$ cat src/rtl/reg_writeback_pkg.sv
// Shared constants for the register writeback front end: default widths,
// pending-write FIFO depth and the hard-wired zero register index.
package reg_writeback_pkg;

    localparam int DATA_W_DEF = 16;
    localparam int ADDR_W_DEF = 4;
    localparam int FIFO_DEPTH = 4;
    localparam int R_ZERO     = 0;

    // Slots available this cycle, counting the head that pops concurrently.
    function automatic int free_slots(input int count, input int depth);
        return depth - count + ((count != 0) ? 1 : 0);
    endfunction

endpackage

$ cat src/rtl/reg_writeback_wb_fifo.sv
// In-order pending-write FIFO with two ordered pushes and one pop; slot 0 is
// always the oldest entry so every slot is exposed in age order for matching.
module wb_fifo #(
    parameter int DATA_W = 16,
    parameter int ADDR_W = 4,
    parameter int DEPTH  = 4
) (
    input  logic                            clk,
    input  logic                            rst,
    input  logic                            push0,
    input  logic [ADDR_W-1:0]               push0_reg,
    input  logic [DATA_W-1:0]               push0_data,
    input  logic                            push1,
    input  logic [ADDR_W-1:0]               push1_reg,
    input  logic [DATA_W-1:0]               push1_data,
    input  logic                            pop,
    output logic [ADDR_W-1:0]               head_reg,
    output logic [DATA_W-1:0]               head_data,
    output logic [$clog2(DEPTH):0]          count,
    output logic [DEPTH-1:0]                entry_valid,
    output logic [DEPTH-1:0][ADDR_W-1:0]    entry_reg,
    output logic [DEPTH-1:0][DATA_W-1:0]    entry_data
);

    localparam int IW = $clog2(DEPTH);
    localparam int CW = IW + 1;

    logic [DEPTH-1:0][ADDR_W-1:0] reg_q, reg_d;
    logic [DEPTH-1:0][DATA_W-1:0] data_q, data_d;
    logic [CW-1:0]                count_q, count_d;
    logic [CW-1:0]                slot0, slot1;
    logic                         pop_en;

    assign pop_en = pop && (count_q != '0);

    // Shift out the head, then land push0 and push1 in the next free slots.
    always_comb begin
        reg_d  = reg_q;
        data_d = data_q;
        if (pop_en) begin
            for (int i = 0; i < DEPTH - 1; i++) begin
                reg_d[i]  = reg_q[i+1];
                data_d[i] = data_q[i+1];
            end
        end
        slot0 = count_q - CW'(pop_en);
        slot1 = slot0 + CW'(push0);
        if (push0 && (slot0 < CW'(DEPTH))) begin
            reg_d[slot0[IW-1:0]]  = push0_reg;
            data_d[slot0[IW-1:0]] = push0_data;
        end
        if (push1 && (slot1 < CW'(DEPTH))) begin
            reg_d[slot1[IW-1:0]]  = push1_reg;
            data_d[slot1[IW-1:0]] = push1_data;
        end
        count_d = count_q - CW'(pop_en) + CW'(push0) + CW'(push1);
    end

    always_ff @(posedge clk or posedge rst) begin
        if (rst) begin
            reg_q   <= '0;
            data_q  <= '0;
            count_q <= '0;
        end else begin
            reg_q   <= reg_d;
            data_q  <= data_d;
            count_q <= count_d;
        end
    end

    always_comb begin
        for (int i = 0; i < DEPTH; i++) begin
            entry_valid[i] = (CW'(i) < count_q);
        end
    end

    assign entry_reg  = reg_q;
    assign entry_data = data_q;
    assign head_reg   = reg_q[0];
    assign head_data  = data_q[0];
    assign count      = count_q;

endmodule

$ cat src/rtl/reg_writeback.sv
// Register file write front end: ALU/memory writeback arbitration into an
// ordered FIFO, plus read forwarding when REG_WRITEBACK_BYPASS_EN is defined.
module reg_writeback
    import reg_writeback_pkg::*;
#(
    parameter int DATA_W = DATA_W_DEF,
    parameter int ADDR_W = ADDR_W_DEF,
    parameter int DEPTH  = FIFO_DEPTH
) (
    input  logic              clk,
    input  logic              rst,
    input  logic              mem_valid,
    input  logic [ADDR_W-1:0] mem_reg,
    input  logic [DATA_W-1:0] mem_data,
    output logic              mem_ready,
    input  logic              alu_valid,
    input  logic [ADDR_W-1:0] alu_reg,
    input  logic [DATA_W-1:0] alu_data,
    output logic              alu_ready,
    output logic              reg_write,
    output logic [ADDR_W-1:0] write_reg,
    output logic [DATA_W-1:0] write_data,
    input  logic [ADDR_W-1:0] read_reg1,
    input  logic [ADDR_W-1:0] read_reg2,
    input  logic [DATA_W-1:0] rf_data1,
    input  logic [DATA_W-1:0] rf_data2,
    output logic [DATA_W-1:0] read_data1,
    output logic [DATA_W-1:0] read_data2,
    output logic              hazard,
    output logic [ADDR_W-1:0] pending
);

    localparam int CW = $clog2(DEPTH) + 1;
    localparam logic [ADDR_W-1:0] ZERO_REG = ADDR_W'(R_ZERO);

    logic [CW-1:0]                count;
    logic [CW-1:0]                free;
    logic [ADDR_W-1:0]            head_reg;
    logic [DATA_W-1:0]            head_data;
    logic [DEPTH-1:0]             entry_valid;
    logic [DEPTH-1:0][ADDR_W-1:0] entry_reg;
    logic [DEPTH-1:0][DATA_W-1:0] entry_data;
    logic                         push_mem, push_alu;

    assign free      = CW'(free_slots(int'(count), DEPTH));
    assign mem_ready = (free != '0);
    assign alu_ready = mem_valid ? (free >= CW'(2)) : (free != '0);

    // Writes to the zero register are acknowledged but never take a slot.
    assign push_mem = mem_valid && mem_ready && (mem_reg != ZERO_REG);
    assign push_alu = alu_valid && alu_ready && (alu_reg != ZERO_REG);

    wb_fifo #(
        .DATA_W (DATA_W),
        .ADDR_W (ADDR_W),
        .DEPTH  (DEPTH)
    ) u_fifo (
        .clk         (clk),
        .rst         (rst),
        .push0       (push_mem),
        .push0_reg   (mem_reg),
        .push0_data  (mem_data),
        .push1       (push_alu),
        .push1_reg   (alu_reg),
        .push1_data  (alu_data),
        .pop         (reg_write),
        .head_reg    (head_reg),
        .head_data   (head_data),
        .count       (count),
        .entry_valid (entry_valid),
        .entry_reg   (entry_reg),
        .entry_data  (entry_data)
    );

    assign reg_write  = (count != '0);
    assign write_reg  = reg_write ? head_reg  : '0;
    assign write_data = reg_write ? head_data : '0;
    assign pending    = ADDR_W'(count);

`ifdef REG_WRITEBACK_BYPASS_EN
    // Higher slots are younger, so the last match in the scan wins.
    always_comb begin
        read_data1 = rf_data1;
        read_data2 = rf_data2;
        for (int i = 0; i < DEPTH; i++) begin
            if (entry_valid[i] && (entry_reg[i] == read_reg1)) read_data1 = entry_data[i];
            if (entry_valid[i] && (entry_reg[i] == read_reg2)) read_data2 = entry_data[i];
        end
        if (read_reg1 == ZERO_REG) read_data1 = '0;
        if (read_reg2 == ZERO_REG) read_data2 = '0;
    end

    assign hazard = 1'b0;
`else
    logic hit1, hit2;
    logic unused_entry_data;

    always_comb begin
        hit1 = 1'b0;
        hit2 = 1'b0;
        for (int i = 0; i < DEPTH; i++) begin
            hit1 = hit1 | (entry_valid[i] && (entry_reg[i] == read_reg1));
            hit2 = hit2 | (entry_valid[i] && (entry_reg[i] == read_reg2));
        end
    end

    assign hazard     = (hit1 && (read_reg1 != ZERO_REG)) || (hit2 && (read_reg2 != ZERO_REG));
    assign read_data1 = (read_reg1 == ZERO_REG) ? '0 : rf_data1;
    assign read_data2 = (read_reg2 == ZERO_REG) ? '0 : rf_data2;
    assign unused_entry_data = ^entry_data;
`endif

endmodule
$ cat config.mk
export PLATFORM = sky130hd
export DESIGN_NAME = reg_writeback
export DESIGN_NICKNAME = d
export VERILOG_FILES = /design/src/rtl/reg_writeback_pkg.sv /design/src/rtl/reg_writeback_wb_fifo.sv /design/src/rtl/reg_writeback.sv
export SDC_FILE = /design/constraint.sdc
export NUM_CORES = 1
export LEC_CHECK = 0
export CELL_PAD_IN_SITES_DETAIL_PLACEMENT = 0
export CELL_PAD_IN_SITES_GLOBAL_PLACEMENT = 1
export CORE_MARGIN = 8
export CORE_UTILIZATION = 32
export DETAILED_ROUTE_END_ITERATION = 7
export GPL_TIMING_DRIVEN = 0
export PLACE_DENSITY_LB_ADDON = 0.08
export SLEW_MARGIN = 15
export SYNTH_ARGS = -nofsm -noshare
export SYNTH_HDL_FRONTEND = slang
export SYNTH_SLANG_ARGS = --single-unit
export TNS_END_PERCENT = 10
$ cat constraint.sdc
create_clock -name clk -period 3.2 [get_ports clk]
set_input_delay 0.64 -clock clk [delete_from_list [all_inputs] [get_ports clk]]
set_output_delay 0.64 -clock clk [all_outputs]
set_load 0.03 [all_outputs]
Word-level counts from Yosys, hierarchy flattened
Cells that the tools add are included. Widths: inputs -> output; s select.

Add/sub/neg operators: 5. Order comparisons: 11. Equality and inequality tests: 8. Multiplexer cells: 24. Bitwise gates (word level): 6. Reduce and logical (&&, ||, !) cells: 28.

Operators with widths (number): $bwmux 64 (2); $mux 64 (2); $mux 16 (7); $demux 16 s2 (2); $mux 48 (1); $bwmux 16 (2); $eq 4x4->1 (8); $logic_and 1x1->1 (18); $demux 4 s2 (2); $reduce_bool 4->1 (4); $mux 12 (1); $mux 4 (3); $reduce_bool 3->1 (3); $logic_not 4->1 (2); $add 3x1->3 (2); $lt 1x3->1 const A (2); $lt 2x3->1 const A (2); $lt 2x3->1 const B (2); $lt 3x3->1 const B (2); $or 1x1->1 (6); $ge 2x1->1 const B (2); $add 3x2->3 (1); $ge 3x2->1 const B (1); $sub 3x1->3 (1); 3 further kinds (4).

Bits in registers: 83. Logic and storage cells: 91.

Depth between registers and ports, before layout
Gate-level depths: netlist (run 1).

Depth after elaboration: 13. Depth in mapped cells: 15.

Cells and area by module
From an unflattened synthesis (run 1), not the netlist that was laid out.

Cell total of the unflattened synthesis: 560. Area total of the unflattened synthesis: 5998.3 µm².

Modules (own cells, without submodules): wb_fifo (times used 1, cells each 427, area each 5016.1 µm²); reg_writeback (times used 1, cells each 133, area each 982.2 µm²).

Least setup slack after synthesis (run 1)
OpenSTA, ideal clock, no wires.

Path kind: register -> register. Start point: register u_fifo.count_q[2] (netlist: u_fifo.count[2]). End point: register u_fifo.data_q (netlist bit u_fifo.head_data[0]). Setup time: 0.095 ns. Arrival: 3.575 ns. Setup slack: -0.471 ns. Stages on the path, launching flop included: 14. Buffers on the path: 3. Period minus slack after synthesis: 3.671 ns. Cell sequence: dfrtp_1 > buf_6 > nor3_2 > clkbuf_1 > inv_1 > ha_1 > nand2_1 > and2_1 > ha_1 > ha_1 > nor4_1 > clkbuf_1 > nand2_1 > o31ai_1.

RTL lines: start: declaration (RTL line reg_writeback_wb_fifo.sv:30) `logic [CW-1:0] count_q, count_d;`; start signal: assignment (RTL line reg_writeback_wb_fifo.sv:67) `count_q <= count_d;`; end signal: assignment (RTL line reg_writeback_wb_fifo.sv:66) `data_q <= data_d;`; end: declaration (RTL line reg_writeback_wb_fifo.sv:29) `logic [DEPTH-1:0][DATA_W-1:0] data_q, data_d;`.

==> summary.txt, run 1 <==
Setup path
  – CP Buf/Inv Count: 3
  – R2R cell count: 15
  – Crit path largest cell delay: 0.53 ns
  – Worst Setup EP: u_fifo.entry_reg[15]
  – Worst R2R Start: u_fifo.count[2]
  – CP delay by family, top: buffers and inverters
  – Slowest stage cell, crit path: clkdlybuf4s50_1
  – Reg2reg setup slack: 0.10 ns
  – Setup CP Type: in -> reg
  – Maximum fanout along the worst path: 10
  – WP depth: 11
  – Setup crit start: mem_reg[0]
  – Req. time, crit path: 3.42 ns
  – CP endpoint kind: flop
  – Worst R2R End: u_fifo.entry_reg[15]
  – Startpoint Class: input port
  – Crit path DAT: 3.34 ns
  – Worst path cell trace: clkdlybuf4s50_1, o41a_1, and2_1, ha_1, ha_4, xnor2_4, or3_1, clkbuf_1, buf_2, nor2_1, a21oi_1

Logic synthesis
  – Yosys warns: 0
  – Mapped Cells: 707
  – Asr flop ratio synth: 100%
  – Post-synthesis cell type count: 38
  – Post-synth top cells: nand2_1 (184), dfrtp_1 (83), a21oi_1 (61)
  – Register area share after synthesis: 38.5%
  – Post-Syn Area per Cell: 7.63 µm²
  – Cell area after synthesis: 5390 µm²
  – Number of synthesized flops with an enable pin: 0
  – Count leader, synth: nand2_1
  – Flops & latches, synth: 83
  – Post-synth top area share: 38.5%
  – Synth Flop Type: dfrtp_1
  – Top cells by area, synth: dfrtp_1 (39%), nand2_1 (13%), a21oi_1 (5.7%)
  – Net Count, Synth: 797
  – Cell taking the most area after synthesis: dfrtp_1

Clocking
  – Clk slew on worst S/H paths: 0.06 ns
  – CTS H-Tree Depth: 3
  – Clock sinks: 83
  – Clk root buf: clkbuf_16
  – Longest Clk Path Bufs: 2
  – Inserted Clock Buffers: 9
  – Hold-fix buffers, CTS: 0
  – CTS tree: built
  – Skew-Pair Late Insertion Delay: 0.35 ns

Hold path
  – Hold depth: 2
  – HP Class: reg -> reg

Floorplan
  – Core Region: 16500 µm²
  – Chip height: 146 µm
  – Initial Util: 32.6%
  – Die area: 21300 µm²
  – Row count: 47
  – Die X: 146 µm
  – IO Count: 144

Drt
  – DR pass1 iterations: 5
  – Via count: 5549
  – DRC: 0
  – Final WL: 21200 µm
  – Post-route ant nets: 0
  – Vias/cell: 5.11
  – Initial detailed-routing violation count: 379
  – Wire length per cell: 19.5 µm

STA
  – Clock Skews: 0.00836 ns
  – Slew Limit Fails: 0
  – Unrepaired setup endpoints after global routing: true
  – Slew HR: 52.9%
  – Final Hold Fails: 0
  – Period utilisation layout: 97.5%
  – Fin Hold WS: 0.579 ns
  – # setup viols final: 0
  – Min cycle time layout: 3.12 ns
  – Fmax achieved: 321 MHz
  – Slew of the pin with the lowest slew margin: 0.705 ns

GRT
  – GR Overflow Total: 0
  – Pin count of the biggest net entering global routing: 51
  – Vias in the first global route: 5598
  – First-pass GRT wire length: 33200 µm
  – Met1 usage: 24.5%
  – Initial antenna violation count: 0
  – Gr usage total: 19.8%
  – Met3 Resource Use GR: 3.48%
  – Met2 Usage GRT: 34.1%
  – Gr busiest metal: met2

Layout
  – Layout Area Growth over Synthesis: 39.8%
  – Number of flip-flops in the largest register: 48
  – N_diodes: 0
  – Share of cells above drive strength 1: 8.90%
  – Nets: 951
  – Util after Layout: 45.6%

Placed design
  – Hpwl dp: 15200 µm
  – Port bufs: 134
  – GP Congestion: 0.832

Power
  – Pleak: 3.23 nW
  – Max IR drop VDD: 0.474 mV
  – Power per cell area: 1090 nW/µm²

Outcome
  – Status: completed

Job
  – MaxCap Viol Count: 0
==> cell families after synthesis <==
kind of cell    share of synthesized area [%]
flops                                    38.5
simple gates                             29.0
fa+ha+maj                                1.39
mux                                      3.71
other cells                             0.139
xor+xnor                                 6.29
compound gates                           15.6
buf+inv                                  5.36
==> cells in the final DEF, fill, tap and decap left out, drive strengths merged, types with 6 or more instances in the layout <==
cell           netlist  routed
a21oi               61      61
and2                21      21
and3                20      20
buf                 16      25
clkbuf              42      52
clkdlybuf4s50        0     121
dfrtp               83      83
dlygate4sd2          0      11
ha                   6       6
inv                  8       8
mux2i               20      20
nand2              184     184
nand3               23      23
nor2                43      43
nor2b               33      33
o21ai               63      63
o31ai               20      20
xnor2               27      27
xor2                10      10
==> worst min-delay path by stage <==
stage	start	to	slack (ns)
floorplan	u_fifo.entry_data[48]	u_fifo.entry_data[48]	0.54
global placement	u_fifo.entry_data[53]	u_fifo.entry_data[53]	0.56
detailed placement	u_fifo.entry_data[48]	u_fifo.entry_data[48]	0.57
CTS	u_fifo.entry_data[48]	u_fifo.entry_data[48]	0.58
global route	u_fifo.entry_data[58]	u_fifo.entry_data[58]	0.62
finish	u_fifo.entry_data[48]	u_fifo.entry_data[48]	0.58
==> report_power, final <==
| part | switching (W) | total, W | internal [W] |
|---|---|---|---|
| logic | 0.00300 | 0.00517 | 0.00217 |
| registers | 0.000408 | 0.00207 | 0.00167 |
| clock network | 0.000445 | 0.000984 | 0.000539 |
| total | 0.00386 | 0.00823 | 0.00437 |
==> worst min-delay path, delay by kind of cell, from the launching register on <==
kind           cells  cell delay (ns)
flip-flops         1             0.34
AO/OA/AOI/OAI      1             0.13
multiplexers       1             0.07
==> through the flow <==
step           instances  total power (W)  setup slack [ns]  TNS, ns  instance area (µm²)
2_1_floorplan        707          0.00541            0.0142        0                 5440
4_1_cts             1083          0.00822            0.0296        0                 7500
3_5_place_dp        1062          0.00705            -0.614   -46.26                 7080
5_1_grt             1085          0.00888           -0.0847    -1.08                 7540
6_report            1085          0.00823            0.0803        0                 7540
3_3_place_gp        1061          0.00692             -1.49  -142.33                 7050
==> metal layers <==
| layer | part of all wire, % | wire (µm) |
|---|---|---|
| met1 | 43 | 9090 |
| met2 | 50 | 10600 |
| met3 | 5.1 | 1080 |
| met4 | 1.9 | 413 |
| met5 | 0 | 0 |
==> layout make-up <==
class	instances	area [µm²]
multi-input combinational	558	3140
inverter	8	32.5
sequential	83	2080
tap	220	275
clock buffer	10	239
fill	1675	8980
buffer	58	325
clock inverter	5	30.0
timing repair buffer	143	1420
==> timing repair <==
item	4_1_cts	5_1_grt
endpoints found under the setup margin	120	95
resized for setup	43	18
buffers inserted	6	2
gates cloned	0	0
pin swaps	2	3
Power figures use the tool's default switching activity.
==> run 2, diff against run 1 <==
==> config.mk (replaced) <==
export PLATFORM = sky130hd
export DESIGN_NAME = reg_writeback
export DESIGN_NICKNAME = d
export VERILOG_FILES = /design/src/rtl/reg_writeback_pkg.sv /design/src/rtl/reg_writeback_wb_fifo.sv /design/src/rtl/reg_writeback.sv
export SDC_FILE = /design/constraint.sdc
export NUM_CORES = 1
export LEC_CHECK = 0
export CELL_PAD_IN_SITES_DETAIL_PLACEMENT = 2
export CELL_PAD_IN_SITES_GLOBAL_PLACEMENT = 2
export CORE_MARGIN = 8
export CORE_UTILIZATION = 25
export DETAILED_ROUTE_END_ITERATION = 7
export GPL_TIMING_DRIVEN = 0
export PLACE_DENSITY_LB_ADDON = 0.08
export SLEW_MARGIN = 20
export SYNTH_ARGS = -nofsm -noshare
export SYNTH_HDL_FRONTEND = slang
export SYNTH_SLANG_ARGS = --single-unit
export TNS_END_PERCENT = 1
==> run 2 against run 1 <==
Effect of this change:
- die area grew 25%
- first-iteration DRC count is 51% lower
- clock power increased by 12%
- via count is 2.8% higher
- flip-flop and latch count is the same
- fmax fell by 0.19%
- non-clock buffer count shrank 5
- critical path depth unchanged
==> summary.txt, run 2 (synthesis gave the netlist of run 1 again) <==
Outcome
  – Status: completed

Layout
  – Number of flip-flops in the largest register: 48 (unchanged)
  – Area occupied by registers: 2080 µm² (unchanged)
  – Util after Layout: 36.5% (-9.1 points)
  – Multi-input gate area: 3180 µm² (+1.4%)
  – Layout Area Growth over Synthesis: 42.6%
  – Nets: 946 (-0.53%)
  – Commonest non-fill, non-tap cell in the layout: nand2_1
  – Fill cells: 2449 (+46%)
  – Share of cells above drive strength 1: 9.53% (+0.63 points)
  – Most frequent cells in the layout: nand2_1 (183), clkdlybuf4s50_1 (115), dfrtp_1 (81)

Drt
  – Wire length per cell: 21.9 µm (+12%)
  – Final WL: 24900 µm (+17%)
  – DRC: 0 (unchanged)
  – Initial detailed-routing violation count: 184 (-51%)
  – Vias/cell: 5.02 (-1.8%)
  – DR pass1 iterations: 4 (-1)
  – Via count: 5705 (+2.8%)
  – Post-route ant nets: 0 (unchanged)

Job
  – MaxCap Viol Count: 0 (unchanged)

Placed design
  – Pre-CTS setup slack: -0.776 ns (-0.162 ns)
  – Hpwl dp: 18600 µm (+23%)
  – Port bufs: 134 (unchanged)
  – GP Congestion: 0.796 (-4.3%)

STA
  – Min cycle time layout: 3.13 ns (+0.00593 ns)
  – Final Hold Fails: 0 (unchanged)
  – Slew Limit Fails: 0 (unchanged)
  – Setup WS post-layout: 0.0744 ns (-0.00593 ns)
  – Slew of the pin with the lowest slew margin: 0.792 ns (+0.0869 ns)
  – # setup viols final: 0 (unchanged)
  – Total Neg Setup Slack: 0 ns (unchanged)
  – Period utilisation layout: 97.7% (+0.19 points)
  – Unrepaired setup endpoints after global routing: true
  – Slew HR: 47.1% (-5.8 points)
  – Fmax achieved: 320 MHz (-0.19%)
  – Clock Skews: 0.0103 ns (+0.00190 ns)

Setup path
  – Setup CP Type: in -> reg
  – Crit path DAT: 3.34 ns (about the same)
  – Slowest stage cell, crit path: o41a_1
  – Worst path cell trace: clkdlybuf4s50_1, o41a_1, and2_1, ha_2, ha_4, xnor2_4, or3_4, clkbuf_8, buf_6, nor2_1, a21oi_1
  – CP endpoint kind: flop
  – Req. time, crit path: 3.41 ns (about the same)
  – Crit path largest cell delay: 0.56 ns (+0.03 ns)
  – Startpoint Class: input port
  – Maximum fanout along the worst path: 10 (unchanged)

Floorplan
  – Initial Util: 25.6% (-7.1 points)
  – IO Count: 144 (unchanged)
  – Die area: 26500 µm² (+25%)
  – Die X: 163 µm (+12%)
  – Chip height: 163 µm (+12%)
  – Row count: 53 (+13%)
  – Core Region: 21100 µm² (+28%)

Clocking
  – Longest Clk Path Bufs: 2 (unchanged)
  – CTS H-Tree Depth: 3 (unchanged)
  – Clk root buf: clkbuf_16
  – CTS tree: built
  – Inserted Clock Buffers: 9 (unchanged)
  – Clk slew on worst S/H paths: 0.07 ns (about the same)
  – Skew-Pair Late Insertion Delay: 0.34 ns (about the same)
  – Clock sinks: 83 (unchanged)

GRT
  – First-pass GRT wire length: 39100 µm (+18%)
  – Initial antenna violation count: 0 (unchanged)
  – Pin count of the biggest net entering global routing: 54 (+5.9%)
  – Vias in the first global route: 6577 (+17%)
  – Gr usage total: 19.0% (-0.78 points)
  – GR Overflow Total: 0 (unchanged)

Power
  – Power per cell area: 1120 nW/µm² (+2.4%)
  – Final Power: 0.00860 W (+4.5%)
  – Max IR drop VDD: 0.379 mV (-20%)
  – Pleak: 3.32 nW (+2.6%)

Hold path
  – HP Class: reg -> reg
==> run 2: cell types whose count changed in the layout (fill, tap and decap cells not counted), moves of 3 or more <==
cell,change
clkdlybuf4s50_1,-6
clkbuf_1,-3
dlymetal6s2s_1,+6
nor2_2,+3
nor2_1,-3
buf_2,-4
==> run 2: area by class of cell <==
type                    instances  share of cell area, %
well taps                     275                   4.47
flip-flops and latches         83                   27.0
clock inverters                 4                  0.651
plain buffers                  58                   4.65
repair buffers                138                   18.1
multi-input cells             558                   41.4
clock buffers                  11                   3.29
inverters                       8                  0.455
diodes                          1                 0.0325
==> run 2: final timing paths <==
check                                       from               endpoint  slack [ns]  cells past startpoint
hold / removal             u_fifo.entry_data[53]  u_fifo.entry_data[53]        0.58                      2
min in group asynchronous                    rst    u_fifo.head_data[2]        0.65                      2
setup reg to reg                 u_fifo.count[2]   u_fifo.entry_reg[14]        0.10                     15
hold reg to reg            u_fifo.entry_data[53]  u_fifo.entry_data[53]        0.58                      2
setup / recovery                      mem_reg[1]   u_fifo.entry_reg[14]        0.07                     11
max in group asynchronous                    rst    u_fifo.entry_reg[9]        1.94                      3
==> run 2: where the power goes <==
group,switching [W],internal (W),total (W)
registers,0.000438,0.00167,0.00210
logic,0.00319,0.00221,0.00540
clock network,0.000457,0.000643,0.00110
==> run 2: worst max-delay path, delay by kind of cell <==
family / cells / cell delay, ns
buffers and inverters: 3 / 0.86
and+or+nand+nor: 3 / 0.70
AOI/OAI and AO/OA: 2 / 0.61
adders and majority gates: 2 / 0.35
xor gates and xnor gates: 1 / 0.17
==> run 2: through the flow <==
stage | std cells | hold slack (ns) | instance area, µm²
6_report | 1136 | 0.583 | 7690
5_1_grt | 1135 | 0.625 | 7690
4_1_cts | 1135 | 0.593 | 7630
3_5_place_dp | 1117 | 0.577 | 7150
3_3_place_gp | 1116 | 0.559 | 7120
2_1_floorplan | 707 | 0.543 | 5440
==> run 2: layer usage <==
layer / vias up / routed length, µm / GRT usage [%]
met5: - / 0 / 0
met4: 0 / 231 / 4.34
met3: 15 / 805 / 2.73
met2: 95 / 13500 / 36.4
met1: 2949 / 10300 / 21.7
li1: 2646 / - / -
==> run 2: timing repair <==
item / CTS / global route
gates cloned: 0 / 0
pin swaps: 1 / 2
gates resized for setup: 60 / 30
setup endpoints to repair: 136 / 109
buffers inserted: 3 / 0
hold buffers: 0 / 0
